===== config.mk =====
export PLATFORM = sky130hd
export DESIGN_NAME = arbitro_cliente
export DESIGN_NICKNAME = d
export VERILOG_FILES = /design/src/rtl/arbitro_pkg.sv /design/src/rtl/arbitro_pend_ctr.sv /design/src/rtl/arbitro_cliente.sv
export SDC_FILE = /design/constraint.sdc
export NUM_CORES = 1
export LEC_CHECK = 0
export ABC_AREA = 1
export ABC_CLOCK_PERIOD_IN_PS = 2600
export CAP_MARGIN = 20
export CORE_MARGIN = 2
export CORE_UTILIZATION = 40
export DETAILED_ROUTE_END_ITERATION = 8
export HOLD_SLACK_MARGIN = 0.05
export PLACE_DENSITY_LB_ADDON = 0.15
export SYNTH_ARGS = -nofsm -noshare
export SYNTH_HDL_FRONTEND = slang
export SYNTH_SLANG_ARGS = --single-unit

===== constraint.sdc =====
create_clock -name clk -period 2.6 [get_ports clk]
set_clock_uncertainty 0.1 [all_clocks]
set_input_delay 0.52 -clock clk [delete_from_list [all_inputs] [get_ports clk]]
set_output_delay 0.52 -clock clk [all_outputs]
set_load 0.03 [all_outputs]

===== src/rtl/arbitro_pkg.sv =====
// Shared types for the arbitro requester-side agent and its 4-channel arbiter.
package arbitro_pkg;

    localparam int N_CH = 4;

    typedef logic [1:0] ch_id_t;

    typedef enum logic [0:0] {
        IDLE = 1'b0,
        BUSY = 1'b1
    } cli_state_t;

    function automatic logic [N_CH-1:0] ch_onehot(input ch_id_t id);
        return 4'b0001 << id;
    endfunction

endpackage


===== src/rtl/arbitro_pend_ctr.sv =====
// Saturating per-channel outstanding-request counter with a registered overflow pulse.
module arbitro_pend_ctr #(
    parameter  int DEPTH = 3,
    localparam int CW    = $clog2(DEPTH + 1)
) (
    input  logic          clk,
    input  logic          rst_n,
    input  logic          inc,
    input  logic          dec,
    output logic [CW-1:0] cnt,
    output logic          nonzero,
    output logic          ovf
);

    logic [CW-1:0] cnt_q, cnt_d;
    logic          ovf_q, ovf_d;
    logic          full_s;

    assign full_s = (cnt_q == CW'(DEPTH));

    // A push that coincides with a completion is a net zero and never overflows
    always_comb begin
        cnt_d = cnt_q;
        ovf_d = 1'b0;
        if (inc && dec) begin
            cnt_d = cnt_q;
        end else if (inc) begin
            if (full_s) begin
                ovf_d = 1'b1;
            end else begin
                cnt_d = cnt_q + CW'(1);
            end
        end else if (dec) begin
            if (cnt_q != {CW{1'b0}}) begin
                cnt_d = cnt_q - CW'(1);
            end else begin
                cnt_d = cnt_q;
            end
        end else begin
            cnt_d = cnt_q;
        end
    end

    // Counter and overflow pulse registers
    always_ff @(posedge clk or negedge rst_n) begin
        if (!rst_n) begin
            cnt_q <= {CW{1'b0}};
            ovf_q <= 1'b0;
        end else begin
            cnt_q <= cnt_d;
            ovf_q <= ovf_d;
        end
    end

    assign cnt     = cnt_q;
    assign nonzero = (cnt_q != {CW{1'b0}});
    assign ovf     = ovf_q;

endmodule


===== src/rtl/arbitro_cliente.sv =====
// Requester-side agent for arbitro: queues per-channel requests, locks a granted channel
// for BURST_LEN cycles. Optional FAIR_MASK_EN masks the previous owner while others wait.
module arbitro_cliente
    import arbitro_pkg::*;
#(
    parameter  int BURST_LEN = 4,
    parameter  int DEPTH     = 3,
    localparam int CW        = $clog2(DEPTH + 1),
    localparam int BW        = (BURST_LEN > 1) ? $clog2(BURST_LEN) : 1
) (
    input  logic            clk,
    input  logic            rst_n,
    input  logic [N_CH-1:0] push,
    output logic [N_CH-1:0] req,
    input  logic [N_CH-1:0] grant,
    input  logic [1:0]      grant_num,
    input  logic            available,
    output logic            busy,
    output logic [1:0]      owner,
    output logic            done,
    output logic [1:0]      done_id,
    output logic [N_CH-1:0] overflow,
    output logic            err
);

    cli_state_t    state_q, state_d;
    ch_id_t        owner_q, owner_d;
    logic [BW-1:0] beat_q, beat_d;
    logic          done_q, done_d;
    ch_id_t        done_id_q, done_id_d;
    logic          err_q, err_d;
`ifdef FAIR_MASK_EN
    ch_id_t        last_owner_q, last_owner_d;
    logic          last_vld_q, last_vld_d;
`endif

    logic [CW-1:0]   pend_cnt_s [N_CH];
    logic [N_CH-1:0] pend_nz_s;
    logic [N_CH-1:0] pend_req_s;
    logic [N_CH-1:0] dec_s;
    logic [N_CH-1:0] req_s;
    logic            err_now_s;

    for (genvar i = 0; i < N_CH; i++) begin : g_ctr
        arbitro_pend_ctr #(.DEPTH(DEPTH)) u_ctr (
            .clk     (clk),
            .rst_n   (rst_n),
            .inc     (push[i]),
            .dec     (dec_s[i]),
            .cnt     (pend_cnt_s[i]),
            .nonzero (pend_nz_s[i]),
            .ovf     (overflow[i])
        );
        assign pend_req_s[i] = (pend_cnt_s[i] != {CW{1'b0}});
    end

    // State register
    always_ff @(posedge clk or negedge rst_n) begin
        if (!rst_n) begin
            state_q      <= IDLE;
            owner_q      <= 2'd0;
            beat_q       <= {BW{1'b0}};
            done_q       <= 1'b0;
            done_id_q    <= 2'd0;
            err_q        <= 1'b0;
`ifdef FAIR_MASK_EN
            last_owner_q <= 2'd0;
            last_vld_q   <= 1'b0;
`endif
        end else begin
            state_q      <= state_d;
            owner_q      <= owner_d;
            beat_q       <= beat_d;
            done_q       <= done_d;
            done_id_q    <= done_id_d;
            err_q        <= err_d;
`ifdef FAIR_MASK_EN
            last_owner_q <= last_owner_d;
            last_vld_q   <= last_vld_d;
`endif
        end
    end

    // Next-state: arbitration in IDLE, burst countdown in BUSY
    always_comb begin
        state_d      = state_q;
        owner_d      = owner_q;
        beat_d       = beat_q;
        done_d       = 1'b0;
        done_id_d    = done_id_q;
        err_d        = err_q | err_now_s;
`ifdef FAIR_MASK_EN
        last_owner_d = last_owner_q;
        last_vld_d   = last_vld_q;
`endif
        case (state_q)
            IDLE: begin
                if (available && (req_s != 4'b0000)) begin
                    state_d = BUSY;
                    owner_d = grant_num;
                    beat_d  = BW'(BURST_LEN - 1);
`ifdef FAIR_MASK_EN
                    last_owner_d = grant_num;
                    last_vld_d   = 1'b1;
`endif
                end else begin
                    state_d = IDLE;
                end
            end
            BUSY: begin
                if (beat_q == {BW{1'b0}}) begin
                    state_d   = IDLE;
                    done_d    = 1'b1;
                    done_id_d = owner_q;
                end else begin
                    beat_d = beat_q - BW'(1);
                end
            end
            default: begin
                state_d = IDLE;
            end
        endcase
    end

    // Outputs: request vector, completion decrement and protocol-violation detect
    always_comb begin
        req_s     = 4'b0000;
        dec_s     = 4'b0000;
        err_now_s = 1'b0;
        if (available && (grant != ch_onehot(grant_num))) begin
            err_now_s = 1'b1;
        end else begin
            err_now_s = 1'b0;
        end
        case (state_q)
            IDLE: begin
`ifdef FAIR_MASK_EN
                if (last_vld_q && ((pend_req_s & ~ch_onehot(last_owner_q)) != 4'b0000)) begin
                    req_s = pend_req_s & ~ch_onehot(last_owner_q);
                end else begin
                    req_s = pend_req_s;
                end
`else
                req_s = pend_req_s;
`endif
                if ((req_s != 4'b0000) && !available) begin
                    err_now_s = 1'b1;
                end else begin
                    err_now_s = err_now_s;
                end
            end
            BUSY: begin
                req_s = ch_onehot(owner_q);
                if (beat_q == {BW{1'b0}}) begin
                    dec_s = ch_onehot(owner_q) & pend_nz_s;
                end else begin
                    dec_s = 4'b0000;
                end
                if (!available || (grant_num != owner_q)) begin
                    err_now_s = 1'b1;
                end else begin
                    err_now_s = err_now_s;
                end
            end
            default: begin
                req_s = 4'b0000;
            end
        endcase
    end

    assign req     = req_s;
    assign busy    = (state_q == BUSY);
    assign owner   = owner_q;
    assign done    = done_q;
    assign done_id = done_id_q;
    assign err     = err_q;

endmodule

* Word level (Yosys, flattened, before mapping)
Cells that the tools add are included.
** Cells by class
- Bitwise gates (word level) :: 7
- $add $sub $neg :: 9
- Multiplexer cells :: 43
- Eq/ne operators :: 12
- Reductions and logical operators :: 31
- Shifts and indexed selects :: 2
** Operators with widths (number)
- 2-to-1 mux 2 bit :: 18
- nonzero test 2 bit :: 12
- 2-to-1 mux 1 bit :: 19
- AND reduction 4 bit :: 4
- inequality test 2 bit, second input constant :: 6
- subtractor 2 x 1 -> 2 bit, second input constant :: 5
- adder 2 x 1 -> 2 bit, second input constant :: 4
- == test 2 bit, second input constant :: 4
- 2-to-1 mux 4 bit :: 2
- case mux 4 bit (2 select lines) :: 1
- nonzero test 4 bit :: 2
- left shift 1 x 2 -> 4 bit, first input constant :: 2
- logical AND 1 bit :: 7
- AND reduction 2 bit :: 3
- inverter 1 bit :: 5
- bitwise AND 4 bit :: 1
- inequality test 4 bit :: 1
- case mux 1 bit (2 select lines) :: 2
- case mux 2 bit (2 select lines) :: 1
- logical NOT 2 bit :: 1
- inequality test 2 bit :: 1
- logical NOT 1 bit :: 1
- logical OR 1 bit :: 1
- OR 1 bit :: 1
** Word-level totals
- Bits in registers :: 21
- Input bits :: 13

* Logic depth before layout (Yosys ltp)
- Word-level depth :: 7
- Depth in mapped cells :: 9

* Modules after synthesis
Synthesis repeated with hierarchy kept, for this count alone.
** Unflattened totals
- Cells, all modules :: 172
- Area, all modules :: 1224.9 um^2
** Modules (own cells, without submodules)
- arbitro_cliente :: area an instance 634.4 um^2, instances 1, cells an instance 92
- arbitro_pend_ctr :: area an instance 147.6 um^2, instances 4, cells an instance 20

* Least setup slack after synthesis
No wires, ideal clock.
- Path kind :: register -> output
- Start point :: register owner_q[0], in the netlist owner[0]
- End point :: output port req[1]
- Slack :: 472 ps
- Required time :: 1980 ps
- Cell stages (with the launch flop) :: 4
- Buffers on the path :: 1
- Data arrival time :: 1508 ps
- Cell sequence :: dfrtp_1 -> buf_2 -> nand2_1 -> o21ai_0
** On the way
- Longest elaborated chain between the ends :: 2
** RTL lines
- start: declaration :: RTL line arbitro_cliente.sv:27 : ch_id_t owner_q, owner_d;
- start signal: assignment :: RTL line arbitro_cliente.sv:72 : owner_q <= owner_d;
- left shift 1 x 2 -> 4 bit :: RTL line arbitro_pkg.sv:14 : return 4'b0001 << id;
- case mux 4 bit (2 select lines) :: RTL line arbitro_cliente.sv:135 : case (state_q)
- end: declaration :: RTL line arbitro_cliente.sv:14 : output logic [N_CH-1:0] req,
Every way passes these cells.

* Final worst setup path
- Start point :: register owner_q[0], in the netlist owner[0]
- End point :: output port req[3]
The elaborated chain is that of the path after synthesis.

==> out/results.ini <==
[run_status]
status = finished clean

[routing]
avgViaCountPerCell = 4.72
vias = 1063
ant_nets = 0
dr.first_iter.drc_count = 24
wire_per_inst_microns = 11.0
drt-total-wl_mm = 2.48
drc = 0
drt-pass1-iter-count = 4

[die]
die_w_microns = 59.6
ios = 28
start_util_pct = 41.2
dieHeight_microns = 59.6
rows = 20
die-area_sq_um = 3550
placeableCoreArea_sq_um = 3000

[synth]
synthMuxAreaShare_pct = 0
synth_fa_ha_area_share_pct = 1.01
synth_area_leaders = dfrtp_1 (42%), nand2_1 (15%), nor2_1 (7.0%)
synth_largest_area_cell = dfrtp_1
yosys_warnings = 0
ys_seq_elements = 21
yosys.area_share.simple_pct = 33.1
synth_xor_area_share_pct = 0
synth.cells.most_frequent = nand2_1 (49), nor2_1 (23), inv_1 (22), dfrtp_1 (21), o21ai_1 (6)
synth_cells = 166
avgSynthCellArea_sq_um = 7.45
synth-edff-count = 0
synth_top_area_share_pct = 42.5
synth-main-ff-cell = dfrtp_1
synth_cell_types = 24
syn_nets = 180
synth_top_family_by_area = simple AND/OR/NAND/NOR gates
synth_most_common_cell = nand2_1
synth.cell_area_sq_um = 1240
synth_compound_area_share_pct = 11.4
synth_async_sr_flop_share_pct = 100
yosysSeqAreaShare_pct = 42.5

[critical_path]
path_class = flip-flop to output port
cp.required_ps = 1980
reg2reg_depth = 9
cp-end-kind = output port
reg2reg_from = beat_q[0]
r2r-end = g_ctr[2].u_ctr.cnt[0]
start_kind = flip-flop
worstPathMaxFanout = 9
worstPathArrival_ps = 1860
rrSetupSlack_ps = 1180

[layout]
post-route-util_pct = 51.4
layout-drive-gt1-share_pct = 12.5
final_area_sq_um = 1540
fillCellCount = 305
n_antenna_cell = 0
area_delta_synth_final_pct = 24.8
multi_input_area_sq_um = 563
final-seq-area_sq_um = 527
final_net_count = 207

[sta]
min_period_ps = 2480
slew_headroom_pct = 77.6
timing.fmax_mhz = 404
setup_tns_ps = 0
hold_viol = 0
fin_crit_sh_pct = 95.3
finalMaxSlewViolations = 0
tightest_slew_ps = 334
rsz0062_at_grt = false
setup-violations-final = 0

[global_route]
grt_max_degree = 22
antenna_found_initial = 0
grt_overflow_total = 0
grt_usage_pct = 15.7
grt_pass1_wl_mm = 4.09
grt_pass1_vias = 964

[cts]
cts_buffer_depth = 2
cts_tree = yes
path_clk_slew_ps = 130
cts_root_buffer = clkbuf_4
htreeDepth = 1
cts.sink_count = 21
cts_setup_buffers = 0
insertion_delay_ps = 320
cts_buffers = 3
ctsHoldBuffers = 0

[job]
cap_violations = 0

[placement]
gp_congestion = 0.728
post_dp_cell_area_sq_um = 1510
portBuffers = 27
hpwl_mm = 1.95

[pwr]
power_density_nw_per_um2 = 1000
irDropWorstVdd_v = 0.000395
power.leakage_nw = 0.781

[min_path]
holdCritPathClass = primary input to asynchronous set/reset pin

==> layout by cell type (no fill, tap or decap) <==
master / count
o21ai_0: 4
or2_4: 1
clkdlybuf4s50_1: 26
o21ai_1: 6
dfrtp_1: 20
a21oi_1: 5
dlymetal6s2s_1: 1
clkinvlp_4: 1
nor2_2: 1
nand3_1: 3
nand2_1: 49
ha_1: 1
buf_4: 1
a21boi_0: 1
inv_1: 22
inv_6: 1
o21a_1: 1
nand2_2: 3
nand2_4: 4
o21ai_2: 1
dfrtp_2: 1
a22oi_1: 4
clkbuf_4: 3
inv_2: 3
o22ai_1: 2
nor2_4: 4
nor2_1: 23
==> metal layers <==
metal	up-vias	global-route usage [%]	share of wire [%]
met5	-	0	0
li1	562	-	-
met1	474	18.9	47
met2	22	26.1	47
met4	0	7.62	1.9
met3	5	3.71	4.9
==> worst max-delay path by stage <==
stage / start / to / slack [ps] / cells after the start
5_1_grt: owner[0] / req[3] / 3 / 3
3_3_place_gp: busy / req[3] / 420 / 3
6_report: owner[0] / req[3] / 120 / 3
4_1_cts: busy / req[3] / 30 / 3
2_1_floorplan: owner[0] / req[1] / 470 / 3
3_5_place_dp: busy / req[3] / 390 / 3
==> kinds of logic (layout without fill, tap and decap cells) <==
group	after synthesis	count (layout)
fa+ha+maj	1	1
flops	21	21
buf+inv	32	58
compound gates	24	24
simple gates	88	88
==> where the power goes <==
group / internal [mW] / total, mW / switching [mW]
logic: 0.337 / 0.836 / 0.500
registers: 0.424 / 0.542 / 0.117
clock network: 0.0589 / 0.171 / 0.112
==> through the flow <==
stage / worst slack, ps / hold slack [ps] / power (mW) / instances
2_1_floorplan: 472 / 124 / 1.13 / 166
3_3_place_gp: 419 / 386 / 1.38 / 221
3_5_place_dp: 391 / 402 / 1.40 / 221
4_1_cts: 33.2 / 431 / 1.57 / 225
5_1_grt: 3.32 / 438 / 1.67 / 225
6_report: 123 / 421 / 1.55 / 225
==> area by class of cell <==
cell class                      instances  share of cell area (%)
Inverter                               26                    6.65
Clock inverter                          1                   0.486
Multi-Input combinational cell        113                    36.5
Timing Repair Buffer                   28                    18.2
Clock buffer                            3                    1.46
Sequential cell                        21                    34.1
Tap cell                               33                    2.67
==> flip-flops by register name, indices dropped and copies added, names as in the netlist <==
name,cells
err,1
beat_q,2
done,1
g_ctr.u_ctr.cnt,8
busy,1
owner,2
done_id,2
g_ctr.u_ctr.ovf,4
==> worst max-delay path, cell delays in order, from the launching register on <==
cell,delay (ps)
dfrtp_1,560
inv_1,110
o22ai_1,180
clkdlybuf4s50_1,690
==> timing repair <==
item	in CTS	in global routing
setup endpoints to repair	0	3
hold endpoints to repair	0	0
gates resized for setup	0	2
No activity file was read; power rests on OpenSTA's default activity.
==> patch 1, RTL diff (same flow settings) <==
Build with the macro `FAIR_MASK_EN` defined.
--- a/src/rtl/arbitro_cliente.sv
+++ b/src/rtl/arbitro_cliente.sv
@@ -1,5 +1,7 @@
 // Requester-side agent for arbitro: queues per-channel requests, locks a granted channel
 // for BURST_LEN cycles. Optional FAIR_MASK_EN masks the previous owner while others wait.
+`define FAIR_MASK_EN
+
 module arbitro_cliente
     import arbitro_pkg::*;
 #(
Behaviour: not the same (Yosys sat finds a counterexample within 10 cycles, from zero or initial values and one cycle with rst_n low).
==> patch 1 against the original RTL <==
- worst setup slack improved by 0.036 ns
- sequential cell count up 1
- register-to-register slack lost 0.34 ns
- design area up 7.0%
- total power rose by 19%
- routed wire length is 7.2% higher
- area after synthesis is 2.2% higher
- synthesized cell count rose by 0.60%
- critical path type unchanged
==> patch 1: results (changes against the original RTL) <==
* Setup slack at placement at -0.000802 ns (was 0.391 ns)
* Root Buffer Master: clkbuf_4 (unchanged)
* End point of the worst hold path: err$_DFF_PN0_
* First-pass DRT Iterations at 5 (was 4)
* Largest net degree at the start of global routing at 23 (was 22)
* Flip-flop cell with the highest count after synthesis: dfrtp_1 (unchanged)
* Number of filler instances in the final layout at 285 (was 305)
* Maximum vdd drop at 365 uV (was 395 uV)
* Worst Hold Class: register to register (was input pin to async pin)
* Top fanout value on the critical path at 4 (was 9)
* Flip-flop count of the largest register after layout at 8 (unchanged)
* Gpl congestion at 0.906 (was 0.728)
* GRT Util Overall at 0.173 (was 0.157)
* Average vias per placed instance at 4.84 (was 4.72)
* Startpoint of the worst register-to-register path: beat_q[0]$_DFFE_PN0P_ (unchanged)
* Layout cells sized above 1 at 0.148 (was 0.125)
* Library cells used by synthesis at 26 (was 24)
* Status: finished, final reports clean (unchanged)
* Reg-to-reg critical path endpoint: g_ctr[3].u_ctr.cnt[0]$_DFFE_PN0P_ (was g_ctr[2].u_ctr.cnt[0]$_DFFE_PN0P_)
* CTS Buf Count at 3 (unchanged)
* Area contributors post-synth: dfrtp_1 (44%), nand2_1 (14%), inv_1 (6.2%) (was dfrtp_1 (42%), nand2_1 (15%), nor2_1 (7.0%))
* Post-synthesis sequential area ratio at 0.435 (was 0.425)
* Hold_ws at 0.380 ns (was 0.421 ns)
* H-tree Lvls at 1 (unchanged)
* LEAKAGE at 0.792 nW (was 0.781 nW)
* Number of antenna violations at the first check in global routing at 0 (unchanged)
* Number of nets in the finished design at 218 (was 207)
* Headroom to the max-slew limit at 0.790 (was 0.776)
* Slowest Stage Delay on Critical Path at 0.43 ns (was 0.69 ns)
* Share of flip-flops with an asynchronous set or reset at 1.00 (unchanged)
* Global-route wire length before repair at 4750 um (was 4090 um)
* Data arrival time of the critical path at 1.82 ns (was 1.86 ns)
* Post-DR wirelength/cell at 10.8 um (was 11.0 um)
* Beginning of the worst hold path: err$_DFF_PN0_
* List of most frequent post-synthesis cells: nand2_1 (46), dfrtp_1 (22), inv_1 (21) (was nand2_1 (49), nor2_1 (23), inv_1 (22))
* Largest delay share family, worst path: simple AND/OR/NAND/NOR gates (was buffers and inverters)
* Cell with the biggest individual delay on the critical path: dfrtp_1 (was clkdlybuf4s50_1)
* Worst setup path start: last_owner_q[0]$_DFFE_PN0P_ (was owner[0]$_DFFE_PN0P_)
* Post-detail-place hpwl at 2080 um (was 1950 um)
* Worst reg-to-reg setup slack at 0.84 ns (was 1.18 ns)
* Total nets after synthesis at 181 (was 180)
* Via count of the first global-routing pass at 1123 (was 964)
* Iteration-0 DRC count of the detailed router at 64 (was 24)
* Clock slew seen by the registers of the worst setup and hold paths at 0.12 ns
## patch 1: timing repair
item,4_1_cts,5_1_grt
setup endpoints to repair,4,4
resized for setup,15,11
hold endpoints to repair,0,0
pin swaps,0,0
setup buffers,0,2
## patch 1: tightest hold or removal path, cell delays in order (launching register included)
cell,delay (ns)
dfrtp_1,0.36
a21oi_1,0.04
nand2_1,0.05
## patch 1: per-stage QoR
stage | area, um2 | cells
floorplan | 1260 | 167
global placement | 1610 | 241
detailed placement | 1610 | 241
CTS | 1650 | 245
global route | 1650 | 247
finish | 1650 | 247
## patch 1: report_power, final
group | total [mW] | switching, mW | internal (mW)
logic | 1.09 | 0.656 | 0.433
clock network | 0.193 | 0.108 | 0.0855
registers | 0.566 | 0.0970 | 0.469
## patch 1: final cells by class
type | instances | area share
Multi-Input combinational cell | 116 | 0.355
Sequential cell | 22 | 0.333
Timing Repair Buffer | 37 | 0.202
Inverter | 24 | 0.0545
Tap cell | 44 | 0.0333
Clock buffer | 4 | 0.0220
## patch 1: cell families (layout without fill, tap and decap cells)
group | count (synthesis) | after routing | synth area share
buf+inv | 29 | 65 | 0.101
fa+ha+maj | 1 | 1 | 0.00989
simple gates | 83 | 83 | 0.284
flops | 22 | 22 | 0.435
compound gates | 28 | 28 | 0.142
xor+xnor | 4 | 4 | 0.0277
## patch 1: routing by layer
metal  GRT usage  routed length (um)  vias up
met4      0.0635                  34        0
met3      0.0281                 119        4
met1       0.217                1190      556
met5           0                   0        -
li1            -                   -      601
met2       0.295                1310       35
## patch 1: worst max path at each step
stage,end,slack (ns),cells past startpoint
floorplan,req[0],0.34,7
global placement,req[1],0.02,10
detailed placement,req[1],-0.0008,10
CTS,req[1],0.007,10
global route,req[1],0.02,10
finish,req[1],0.16,10
==> patch 2, RTL diff (same flow settings) <==
Made on the original files. Reset style: synchronous (`rst_n`), changed in 2 clocked blocks.
--- a/src/rtl/arbitro_pend_ctr.sv
+++ b/src/rtl/arbitro_pend_ctr.sv
@@ -42,7 +42,7 @@
     end
 
     // Counter and overflow pulse registers
-    always_ff @(posedge clk or negedge rst_n) begin
+    always_ff @(posedge clk) begin
         if (!rst_n) begin
             cnt_q <= {CW{1'b0}};
             ovf_q <= 1'b0;
--- a/src/rtl/arbitro_cliente.sv
+++ b/src/rtl/arbitro_cliente.sv
@@ -55,7 +55,7 @@
     end
 
     // State register
-    always_ff @(posedge clk or negedge rst_n) begin
+    always_ff @(posedge clk) begin
         if (!rst_n) begin
             state_q      <= IDLE;
             owner_q      <= 2'd0;
Behaviour: differs if rst_n is asserted again (counterexample within 4 cycles, from zero or initial values and one cycle with rst_n low); with rst_n held inactive, the same outputs for 10 cycles.
==> patch 2 against the original RTL <==
- area after synthesis decreased by 4.3%
- sequential cell count is the same
- worst setup slack better by 0.044 ns
- design area down 4.0%
- via count increased by 9.1%
- global-route usage up 1.4 points
- register-to-register slack got worse by 0.05 ns
- routed wire length decreased by 0.73%
Power is not compared: it rests on default switching activity, and its combinational part moved more than twofold at a synthesized area within 25%.
==> patch 2: results (changes against the original RTL) <==
* Via count of the first global-routing pass at 1118 (was 964)
* Number of placed instances, taps included at 233 (was 221)
* DP Area at 0.00145 mm2 (was 0.00151 mm2)
* Clock latency of the later-clocked register in the worst-skew pair at 0.31 ns
* Layout cells sized above 1 at 0.0971 (was 0.125)
* Post-DR wirelength/cell at 10.4 um (was 11.0 um)
* Buffers inserted during post-CTS setup optimization at 0 (unchanged)
* Worst Max-Slew Pin Slew at 0.333 ns (was 0.334 ns)
* Area contributors post-synth: dfxtp_1 (36%), nand2_1 (14%), inv_1 (8.2%) (was dfrtp_1 (42%), nand2_1 (15%), nor2_1 (7.0%))
* Top fanout value on the critical path at 6 (was 9)
* Average cell area after synthesis at 6.58 um2 (was 7.45 um2)
* Share of flip-flops with an asynchronous set or reset at 0 (was 1.00)
* Vias post-DR at 1160 (was 1063)
* Worst Hold Class: register to register (was input pin to async pin)
* Library cells used by synthesis at 32 (was 24)
* List of most frequent post-synthesis cells: nand2_1 (43), inv_1 (26), nor2_1 (23) (was nand2_1 (49), nor2_1 (23), inv_1 (22))
* Number of nets in the finished design at 221 (was 207)
* Status: finished, final reports clean (unchanged)
* Largest net degree at the start of global routing at 13 (was 22)
* Post-detail-place hpwl at 1980 um (was 1950 um)
* Final standard cell count with taps included and fillers excluded at 237 (was 225)
* Total nets after synthesis at 194 (was 180)
* Iteration-0 DRC count of the detailed router at 38 (was 24)
* Data arrival time of the critical path at 1.81 ns (was 1.86 ns)
* GRT Util Overall at 0.170 (was 0.157)
* Post-synthesis sequential area ratio at 0.355 (was 0.425)
* Gpl congestion at 0.856 (was 0.728)
* Global-route wire length before repair at 4530 um (was 4090 um)
[patch 2: cell types whose count changed after synthesis, moves of 5 or more]
cell	change
nor3_1	+5
dfrtp_1	-21
nand2_1	-6
dfxtp_1	+21
[patch 2: power by group through the flow]
stage	Clock (mW)	Combinational (mW)	Sequential (mW)
after floorplan	0	0.159	0.402
after global placement	0	0.264	0.386
after detailed placement	0	0.269	0.387
after CTS	0.170	0.271	0.380
after global routing	0.182	0.300	0.386
final	0.165	0.268	0.380
[patch 2: path summary, 6_finish.rpt]
path | from | endpoint | slack [ns] | cells past startpoint
worst max-delay path | owner[1]$_SDFFE_PN0P_ | req[2] | 0.17 | 5
worst min-delay path | beat_q[1]$_SDFFE_PN0P_ | beat_q[1]$_SDFFE_PN0P_ | 0.38 | 2
worst max register to register | beat_q[0]$_SDFFE_PN0P_ | g_ctr[3].u_ctr.cnt[0]$_SDFFE_PN0P_ | 1.13 | 10
worst min register to register | beat_q[1]$_SDFFE_PN0P_ | beat_q[1]$_SDFFE_PN0P_ | 0.38 | 2
[patch 2: stage by stage]
stage / setup slack, ns / power [mW] / util
floorplan: 0.703 / 0.561 / -
global placement: 0.526 / 0.650 / 0.523
detailed placement: 0.504 / 0.657 / 0.523
CTS: 0.134 / 0.821 / 0.533
global route: 0.0675 / 0.868 / 0.533
finish: 0.167 / 0.813 / 0.533
[patch 2: worst max-delay path: stages (launching register included)]
cell	delay, ns
dfxtp_1	0.45
inv_2	0.08
nor2_2	0.12
nand2_1	0.06
o21ai_0	0.09
clkdlybuf4s50_1	0.70
[patch 2: cell type report]
class                      count  area [um2]
fill                         284        1300
clock inverter                 1        5.00
timing repair buffer          28         278
inverter                      32         121
multi-input combinational    121         596
tap                           31        38.8
clock buffer                   3        22.5
sequential                    21         422
[patch 2: logic make-up after synthesis]
| logic type | after synthesis | share of synthesized area |
|---|---|---|
| AOI/OAI and AO/OA | 27 | 0.140 |
| xor gates and xnor gates | 1 | 0.00740 |
| adders and majority gates | 1 | 0.0106 |
| buffers and inverters | 38 | 0.142 |
| DFF | 21 | 0.355 |
| and+or+nand+nor | 92 | 0.346 |
[patch 2: metal layers]
layer / up-vias / routed length [um] / global-route usage
met4: 0 / 50 / 0.0731
met2: 36 / 1100 / 0.278
met3: 6 / 153 / 0.0308
met5: - / 0 / 0
li1: 613 / - / -
met1: 505 / 1150 / 0.221
